## src/rtl/fetch_unit.sv

```systemverilog
// fetch_unit: instruction fetch front end.
// Issues sequential word fetches to instruction memory under a credit scheme
// so that every in-flight request is guaranteed a slot in the instruction
// buffer. Redirects flush the buffer and arm a drop counter that discards
// the responses of requests issued before the redirect.
module fetch_unit #(
  parameter logic [31:0] RESET_PC = 32'h0000_0000,
  parameter int unsigned DEPTH    = 2
) (
  input  logic        clk,
  input  logic        rst,
  output logic        imem_req_valid,
  input  logic        imem_req_ready,
  output logic [31:0] imem_req_addr,
  input  logic        imem_rsp_valid,
  input  logic [31:0] imem_rsp_data,
  input  logic        redirect_valid,
  input  logic [31:0] redirect_pc,
  output logic        instr_valid,
  input  logic        instr_ready,
  output logic [31:0] instr,
  output logic [31:0] instr_pc
);

  // Counters hold 0..DEPTH; pointers index 0..DEPTH-1.
  localparam int unsigned CW = $clog2(DEPTH + 1);
  localparam int unsigned PW = (DEPTH > 1) ? $clog2(DEPTH) : 1;
  localparam logic [CW:0]   DEPTH_W  = (CW + 1)'(DEPTH);
  localparam logic [PW-1:0] LAST_PTR = PW'(DEPTH - 1);

  logic [31:0]   fetch_pc_q, fetch_pc_d;
  logic [31:0]   head_pc_q, head_pc_d;
  logic [CW-1:0] count_q, count_d;
  logic [CW-1:0] outstanding_q, outstanding_d;
  logic [CW-1:0] drop_cnt_q, drop_cnt_d;
  logic [PW-1:0] wr_ptr_q, wr_ptr_d;
  logic [PW-1:0] rd_ptr_q, rd_ptr_d;

  logic [31:0]   buf_mem [DEPTH];
  logic          buf_we;

  logic          req_fire;
  logic          pop;
  logic          push;
  logic          rsp_drop;
  logic [CW:0]   credit_used;

  function automatic logic [PW-1:0] ptr_next(input logic [PW-1:0] p);
    return (p == LAST_PTR) ? '0 : p + PW'(1);
  endfunction

  // The slot being popped this cycle counts as free again, so a full
  // pipeline (one response landing, one instruction leaving) keeps issuing
  // and sustains one instruction per cycle at memory latency 1.
  assign credit_used    = {1'b0, outstanding_q} + {1'b0, count_q} - (CW + 1)'(pop);

  assign instr_valid    = (count_q != '0);
  assign pop            = instr_valid & instr_ready;
  assign imem_req_valid = !rst && !redirect_valid && (credit_used < DEPTH_W);
  assign req_fire       = imem_req_valid & imem_req_ready;
  assign rsp_drop       = imem_rsp_valid & (drop_cnt_q != '0);
  // A response landing in a redirect cycle belongs to the old stream.
  assign push           = imem_rsp_valid & (drop_cnt_q == '0) & !redirect_valid;

  assign imem_req_addr  = fetch_pc_q;
  assign instr          = buf_mem[rd_ptr_q];
  assign instr_pc       = head_pc_q;

  // Next-state logic: PCs, buffer occupancy, credit and drop accounting.
  always_comb begin
    fetch_pc_d    = fetch_pc_q;
    head_pc_d     = head_pc_q;
    count_d       = count_q;
    outstanding_d = outstanding_q;
    drop_cnt_d    = drop_cnt_q;
    wr_ptr_d      = wr_ptr_q;
    rd_ptr_d      = rd_ptr_q;
    buf_we        = 1'b0;

    // Every response retires one in-flight request, dropped or not.
    case ({req_fire, imem_rsp_valid})
      2'b10:   outstanding_d = outstanding_q + CW'(1);
      2'b01:   outstanding_d = outstanding_q - CW'(1);
      default: outstanding_d = outstanding_q;
    endcase

    if (redirect_valid) begin
      // Flush: the buffer empties, both PCs jump to the aligned target and
      // everything still in flight (minus a response landing now) is dropped.
      fetch_pc_d = {redirect_pc[31:2], 2'b00};
      head_pc_d  = {redirect_pc[31:2], 2'b00};
      count_d    = '0;
      wr_ptr_d   = '0;
      rd_ptr_d   = '0;
      drop_cnt_d = (imem_rsp_valid && (outstanding_q != '0)) ?
                   outstanding_q - CW'(1) : outstanding_q;
    end else begin
      if (req_fire) begin
        fetch_pc_d = fetch_pc_q + 32'd4;
      end
      if (rsp_drop) begin
        drop_cnt_d = drop_cnt_q - CW'(1);
      end
      if (push) begin
        buf_we   = 1'b1;
        wr_ptr_d = ptr_next(wr_ptr_q);
      end
      if (pop) begin
        rd_ptr_d  = ptr_next(rd_ptr_q);
        head_pc_d = head_pc_q + 32'd4;
      end
      case ({push, pop})
        2'b10:   count_d = count_q + CW'(1);
        2'b01:   count_d = count_q - CW'(1);
        default: count_d = count_q;
      endcase
    end
  end

  // Control state registers with asynchronous reset.
  always_ff @(posedge clk or posedge rst) begin
    if (rst) begin
      fetch_pc_q    <= RESET_PC;
      head_pc_q     <= RESET_PC;
      count_q       <= '0;
      outstanding_q <= '0;
      drop_cnt_q    <= '0;
      wr_ptr_q      <= '0;
      rd_ptr_q      <= '0;
    end else begin
      fetch_pc_q    <= fetch_pc_d;
      head_pc_q     <= head_pc_d;
      count_q       <= count_d;
      outstanding_q <= outstanding_d;
      drop_cnt_q    <= drop_cnt_d;
      wr_ptr_q      <= wr_ptr_d;
      rd_ptr_q      <= rd_ptr_d;
    end
  end

  // Instruction buffer storage; contents are qualified by count, so no reset.
  always_ff @(posedge clk) begin
    if (buf_we) begin
      buf_mem[wr_ptr_q] <= imem_rsp_data;
    end
  end

endmodule

```

## config.mk

```make
export PLATFORM = sky130hd
export DESIGN_NAME = fetch_unit
export DESIGN_NICKNAME = d
export VERILOG_FILES = /design/src/rtl/fetch_unit.sv
export SDC_FILE = /design/constraint.sdc
export NUM_CORES = 1
export LEC_CHECK = 0
export CAP_MARGIN = 30
export CORE_MARGIN = 4
export CORE_UTILIZATION = 57
export CTS_BUF_LIST = sky130_fd_sc_hd__clkbuf_4 sky130_fd_sc_hd__clkbuf_8 sky130_fd_sc_hd__clkbuf_16
export CTS_CLUSTER_SIZE = 8
export DETAILED_ROUTE_END_ITERATION = 16
export DONT_BUFFER_PORTS = 1
export PLACE_DENSITY = 0.76
export RECOVER_POWER = 25
export SETUP_SLACK_MARGIN = 0.3
export SLEW_MARGIN = 10
export SYNTH_ARGS = -nofsm -noshare
export SYNTH_HDL_FRONTEND = slang
export SYNTH_SLANG_ARGS = --single-unit
```

## constraint.sdc

```tcl
create_clock -name clk -period 4.3 [get_ports clk]
set_clock_uncertainty 0.15 [all_clocks]
set_input_delay 1.29 -clock clk [delete_from_list [all_inputs] [get_ports clk]]
set_output_delay 1.29 -clock clk [all_outputs]
set_load 0.02 [all_outputs]
```

=== Yosys cells after proc, flatten, opt, wreduce, memory -nomap -nowiden ===
Memories as Yosys holds them, arrays and structs flattened.
Index checks and enable logic that the tools add are counted.

* $lt $le $gt $ge: 1
* Bitwise logic cells: 5
* Equality and inequality tests: 4
* Reductions and logical operators: 15
* Add/sub/neg operators: 11
* Muxes and demuxes: 20

{| class="wikitable"
|+ Operators with widths
! operator !! count
|-
| $mux 32 || 4
|-
| $add 32x3->32 const B || 2
|-
| $reduce_bool 2->1 || 8
|-
| $mux 1 || 10
|-
| $mux 2 || 4
|-
| $pmux 2 s2 || 2
|-
| $sub 2x1->2 const B || 3
|-
| $and 1x1->1 || 5
|-
| $add 2x1->2 const B || 2
|-
| $eq 2x1->1 const B || 2
|-
| $eq 2x2->1 const B || 2
|-
| $add 2x2->3 || 1
|-
| $logic_and 1x1->1 || 3
|-
| $lt 3x2->1 const B || 1
|-
| $reduce_bool 3->1 || 1
|-
| $sub 3x1->3 || 1
|-
| $add 1x1->1 const B || 2
|-
| $logic_not 1->1 || 2
|-
| $logic_not 2->1 || 1
|}

* RAM bits: 64
* Output and inout bits: 98
* Input bits: 70
* Memories kept: 1
* Flip-flop bits (word level): 72

{| class="wikitable"
|+ Memory list
! name !! words !! width !! read ports !! clocked after memory_dff !! wr ports !! line !! text
|-
| buf_mem || 2 || 32 || 1 || 0 || 1 || 39 || <nowiki>logic [31:0] buf_mem [DEPTH];</nowiki>
|}

=== Logic depth before layout (Yosys ltp) ===
* Depth after elaboration: 8
* Depth in mapped cells: 13
* Mapped depth without buffers: 12

=== Worst setup path after synthesis ===
OpenSTA, ideal clock, no wires.

* Kind: in2reg
* Start point: in redirect_valid
* End point: mem buf_mem[1][0] (enable)
* Setup slack: -568 ps
* Data required time: 3682 ps
* Stages on the path: 4
* Data arrival time: 4250 ps
* Path through: clkbuf_1 -> clkbuf_1 -> buf_1 -> nor3b_1

* Longest elaborated chain between the ends: 6

{| class="wikitable"
|+ RTL lines
! element !! line !! text
|-
| start, declared || 17 || <nowiki>input logic redirect_valid,</nowiki>
|-
| $logic_not 1->1 || 63 || <nowiki>assign push = imem_rsp_valid & (drop_cnt_q == '0) & !redirect_valid;</nowiki>
|-
| $and 1x1->1 || 63 ||
|-
| $mux 1 || 104 || <nowiki>if (push) begin</nowiki>
|-
| $mux 1 * || 87 || <nowiki>if (redirect_valid) begin</nowiki>
|-
| $mux 1 * || 143 || <nowiki>if (buf_we) begin</nowiki>
|-
| $mux 1 (implied by the code) * || 144 || <nowiki>buf_mem[wr_ptr_q] <= imem_rsp_data;</nowiki>
|-
| end, declared || 39 ||
|}

Every way passes the cells marked *; elsewhere a longest branch is shown, timed or not.

=== Worst setup path in the final report ===
* Start point: in instr_ready
* End point: out imem_req_valid

* Longest elaborated chain between the ends: 4

{| class="wikitable"
|+ RTL lines
! element !! line !! text
|-
| start, declared || 20 || <nowiki>input logic instr_ready,</nowiki>
|-
| $and 1x1->1 || 58 || <nowiki>assign pop = instr_valid & instr_ready;</nowiki>
|-
| $sub 3x1->3 || 55 || <nowiki>assign credit_used = {1'b0, outstanding_q} + {1'b0, count_q} - (CW + 1)'(pop);</nowiki>
|-
| $lt 3x2->1 || 59 || <nowiki>assign imem_req_valid = !rst && !redirect_valid && (credit_used < DEPTH_W);</nowiki>
|-
| $logic_and 1x1->1 || 59 ||
|-
| end, declared || 12 || <nowiki>output logic imem_req_valid,</nowiki>
|}

No other way between the ends.

==> summary.md <==
| Metric | Value |
|---|---|
| Status | `finished, violations left` |
| Failing checks | `capacitance limit, slew limit` |
| CTS Sinks | `approximately 130` |
| CTS Buf Count | `17` |
| Core area | `11000 um2` |
| Vias in the first global route | `between 4000 and 5000` |
| DPL Wire Length | `around 11 mm` |
| Clock root buffer | `clkbuf_16` |
| Post-synth EDFFs | `64` |
| Area leader, netlist | `edfxtp_1` |
| Area share of the largest cell type after synthesis | `0.296` |
| Placed Cells | `slightly below 700` |
| Initial Utilization | `0.592` |
| Clock period minus worst slack | `3970 ps` |
| Filler cells | `approximately 850` |
| Final Max Slew Viols | `slightly below 70` |
| Cells after Synth | `approximately 570` |
| DR vias | `about 4800` |
| Fmax | `between 200 and 300 MHz` |
| Sequential area share after synthesis | `0.557` |
| CTS tree | `built` |
| Clk_lat worst skew | `around 400 ps` |
| H-Tree Level Count | `4` |
| Die height | `about 110 um` |
| Pleak | `approximately 2.6 nW` |
| IO Pins | `168` |
| Die area | `roughly 13000 um2` |
| Final instance area | `roughly 7300 um2` |
| # nets final | `approximately 650` |
| Most used DFF post-synth | `dfrtp_1` |
| Post-synth top cells | `68 x dfrtp_1, 64 x edfxtp_1, 46 x mux2_2, 44 x nand2_1, 38 x nor2_1` |
| Multi-input combinational cell area | `2770 um2` |
| Routed WL per cell | `about 22 um` |
| Top cells by area, synth | `edfxtp_1 30%, dfrtp_1 26%, mux2_2 8.0%` |
| Data arrival time of the worst path | `between 2000 and 3000 ps` |
| Cell with the most instances after synthesis | `dfrtp_1` |
| Initial antenna violation count | `0` |
| Ant diodes | `0` |
| Register area | `3620 um2` |
| RSZ-0062 raised after global routing | `true` |
| Syn-to-layout area delta | `12.0%` |
| Die Wd | `around 110 um` |
| DRC Markers | `0` |
| Crit Path Max Fanout | `6` |
| FF-to-FF setup slack | `~730 ps` |
| R2R cell count | `12` |
| Reg2reg end | `imem_req_addr[27]` |
| FP Rows | `38` |
| Worst setup path start | `instr_ready` |
| Mapped Area | `6500 um2` |
| Grt ovf | `0` |
| Drt first pass iters | `5` |
| Synth Area per Inst | `11.5 um2` |
| Flops & latches, synth | `around 130` |
| R2r startpoint | `count_q[1]` |
| Setup crit end | `imem_req_valid` |
| PortBufs | `0` |
| Drt first-iter violations | `446` |
| FFs w/ async S/R, synth | `0.515` |
| Synth warn | `0` |
| Max capacitance violation total | `1` |
| GRT Total Usage | `0.241` |
| Layout cell share with drive strength beyond 1 | `0.184` |
| Fin. Hold Viols | `0` |
| Via density | `6.60` |
| Worst Path Required | `about 2900 ps` |
| Clock-pin transition on the worst setup and hold timing paths | `50 ps` |
| Actual slew at the worst max-slew pin | `between 1500 and 2000 ps` |
| Maximum buffer depth of the clock tree | `2` |
| Synth cell types | `50` |
| Setup Crit Path Kind | `input pin to output port` |
| Startpoint Class | `input pin` |
| First-pass GRT wire length | `around 25 mm` |
| Power per standard cell area | `529 nW/um2` |
| Worst slew margin | `-0.131` |
| Setup violators final | `0` |
| Hold Path Class | `register to register` |
| Total routed wirelength | `15.6 mm` |
| Worst Setup End Kind | `output port` |
| Non-filler cells, final | `722` |
| Final GP Congestion | `0.905` |
| VDD IR-drop max | `around 290 uV` |
| Area post-placement | `between 6000 and 7000 um2` |
| Largest net degree at the start of global routing | `70` |
| Final Cycle Share | `0.924` |
| Setup TNS | `0 ps` |
| Number of nets with antenna violations after routing | `0` |
through the flow:
stage                util  worst slack, ps  power (mW)  hold WS, ps
finish              0.663              328        3.85          412
global route        0.663              294        4.02          418
CTS                 0.662              341        3.85          400
detailed placement  0.608              131        2.46          387
global placement    0.608              143        2.43          341
floorplan               -              117        2.29          325
cell families (layout without fill, tap and decap cells):
logic type,Yosys count,count (layout),synth area share
AOI/OAI and AO/OA,87,87,0.0941
xor gates and xnor gates,26,26,0.0350
adders and majority gates,8,8,0.0166
buffers and inverters,46,60,0.0296
DFF,132,132,0.557
muxes,48,48,0.0828
other,1,4,0.000577
and+or+nand+nor,217,217,0.184
how the worst min path moves through the flow:
stage,start,endpoint,cells after the start,slack (ps)
floorplan,outstanding_q[1],outstanding_q[1],2,320
global placement,outstanding_q[1],outstanding_q[1],2,340
detailed placement,outstanding_q[0],outstanding_q[0],1,390
CTS,outstanding_q[0],outstanding_q[0],1,400
global route,outstanding_q[0],outstanding_q[0],1,420
finish,outstanding_q[0],outstanding_q[0],1,410
state kept, by name (all words and copies together), names as in the netlist:
register       count
outstanding_q      2
buf_mem           64
imem_req_addr     30
rd_ptr_q           1
drop_cnt_q         2
count_q            2
wr_ptr_q           1
instr_pc          30
area by class of cell:
| type | count | area share |
|---|---|---|
| Clock inverter | 13 | 0.0155 |
| Timing Repair Buffer | 15 | 0.0146 |
| Clock buffer | 19 | 0.0605 |
| Multi-Input combinational cell | 390 | 0.380 |
| Inverter | 13 | 0.00722 |
| Tap cell | 140 | 0.0241 |
| Sequential cell | 132 | 0.498 |
per-layer routing:
metal,vias up,global-route usage,part of all wire
li1,2170,-,-
met1,2319,0.319,0.40
met2,249,0.369,0.46
met3,24,0.0958,0.12
met4,0,0.0728,0.017
met5,-,0,0
worst max-delay path, cell delays in order:
cell and delay (ps):
nand2_8 50, inv_4 40, ha_4 200, nand2b_4 130, fa_2 370, xor2_2 160
and4_4 280
report_power, final:
group          internal (mW)  switching [mW]  leakage, nW
clock network          0.805           0.529        0.271
logic                  0.352           0.468        0.940
registers               1.47           0.229         1.37
total                   2.62            1.23         2.58
cells in the final DEF, fill, tap and decap left out, drive strengths merged, types with 4 or more instances in the layout:
master / count
o21ai: 10
conb: 4
ha: 7
xor2: 11
inv: 13
and3: 4
a31oi: 20
or3: 7
nand4: 19
nand2b: 6
mux2: 46
o31ai: 12
nand2: 44
nand3: 15
or4: 17
buf: 13
a21oi: 7
o31a: 6
a211oi: 16
dfrtp: 68
clkbuf: 21
nor3: 14
clkinv: 9
xnor2: 15
a311oi: 6
nor4: 24
nor2: 38
and4: 13
edfxtp: 64
timing repair:
item,in CTS,in global routing
endpoints found under the setup margin,1,1
gates resized for setup,5,0
hold buffers,0,0
pin swaps,3,1
setup buffers,3,2
No activity file was read; power rests on OpenSTA's default activity.
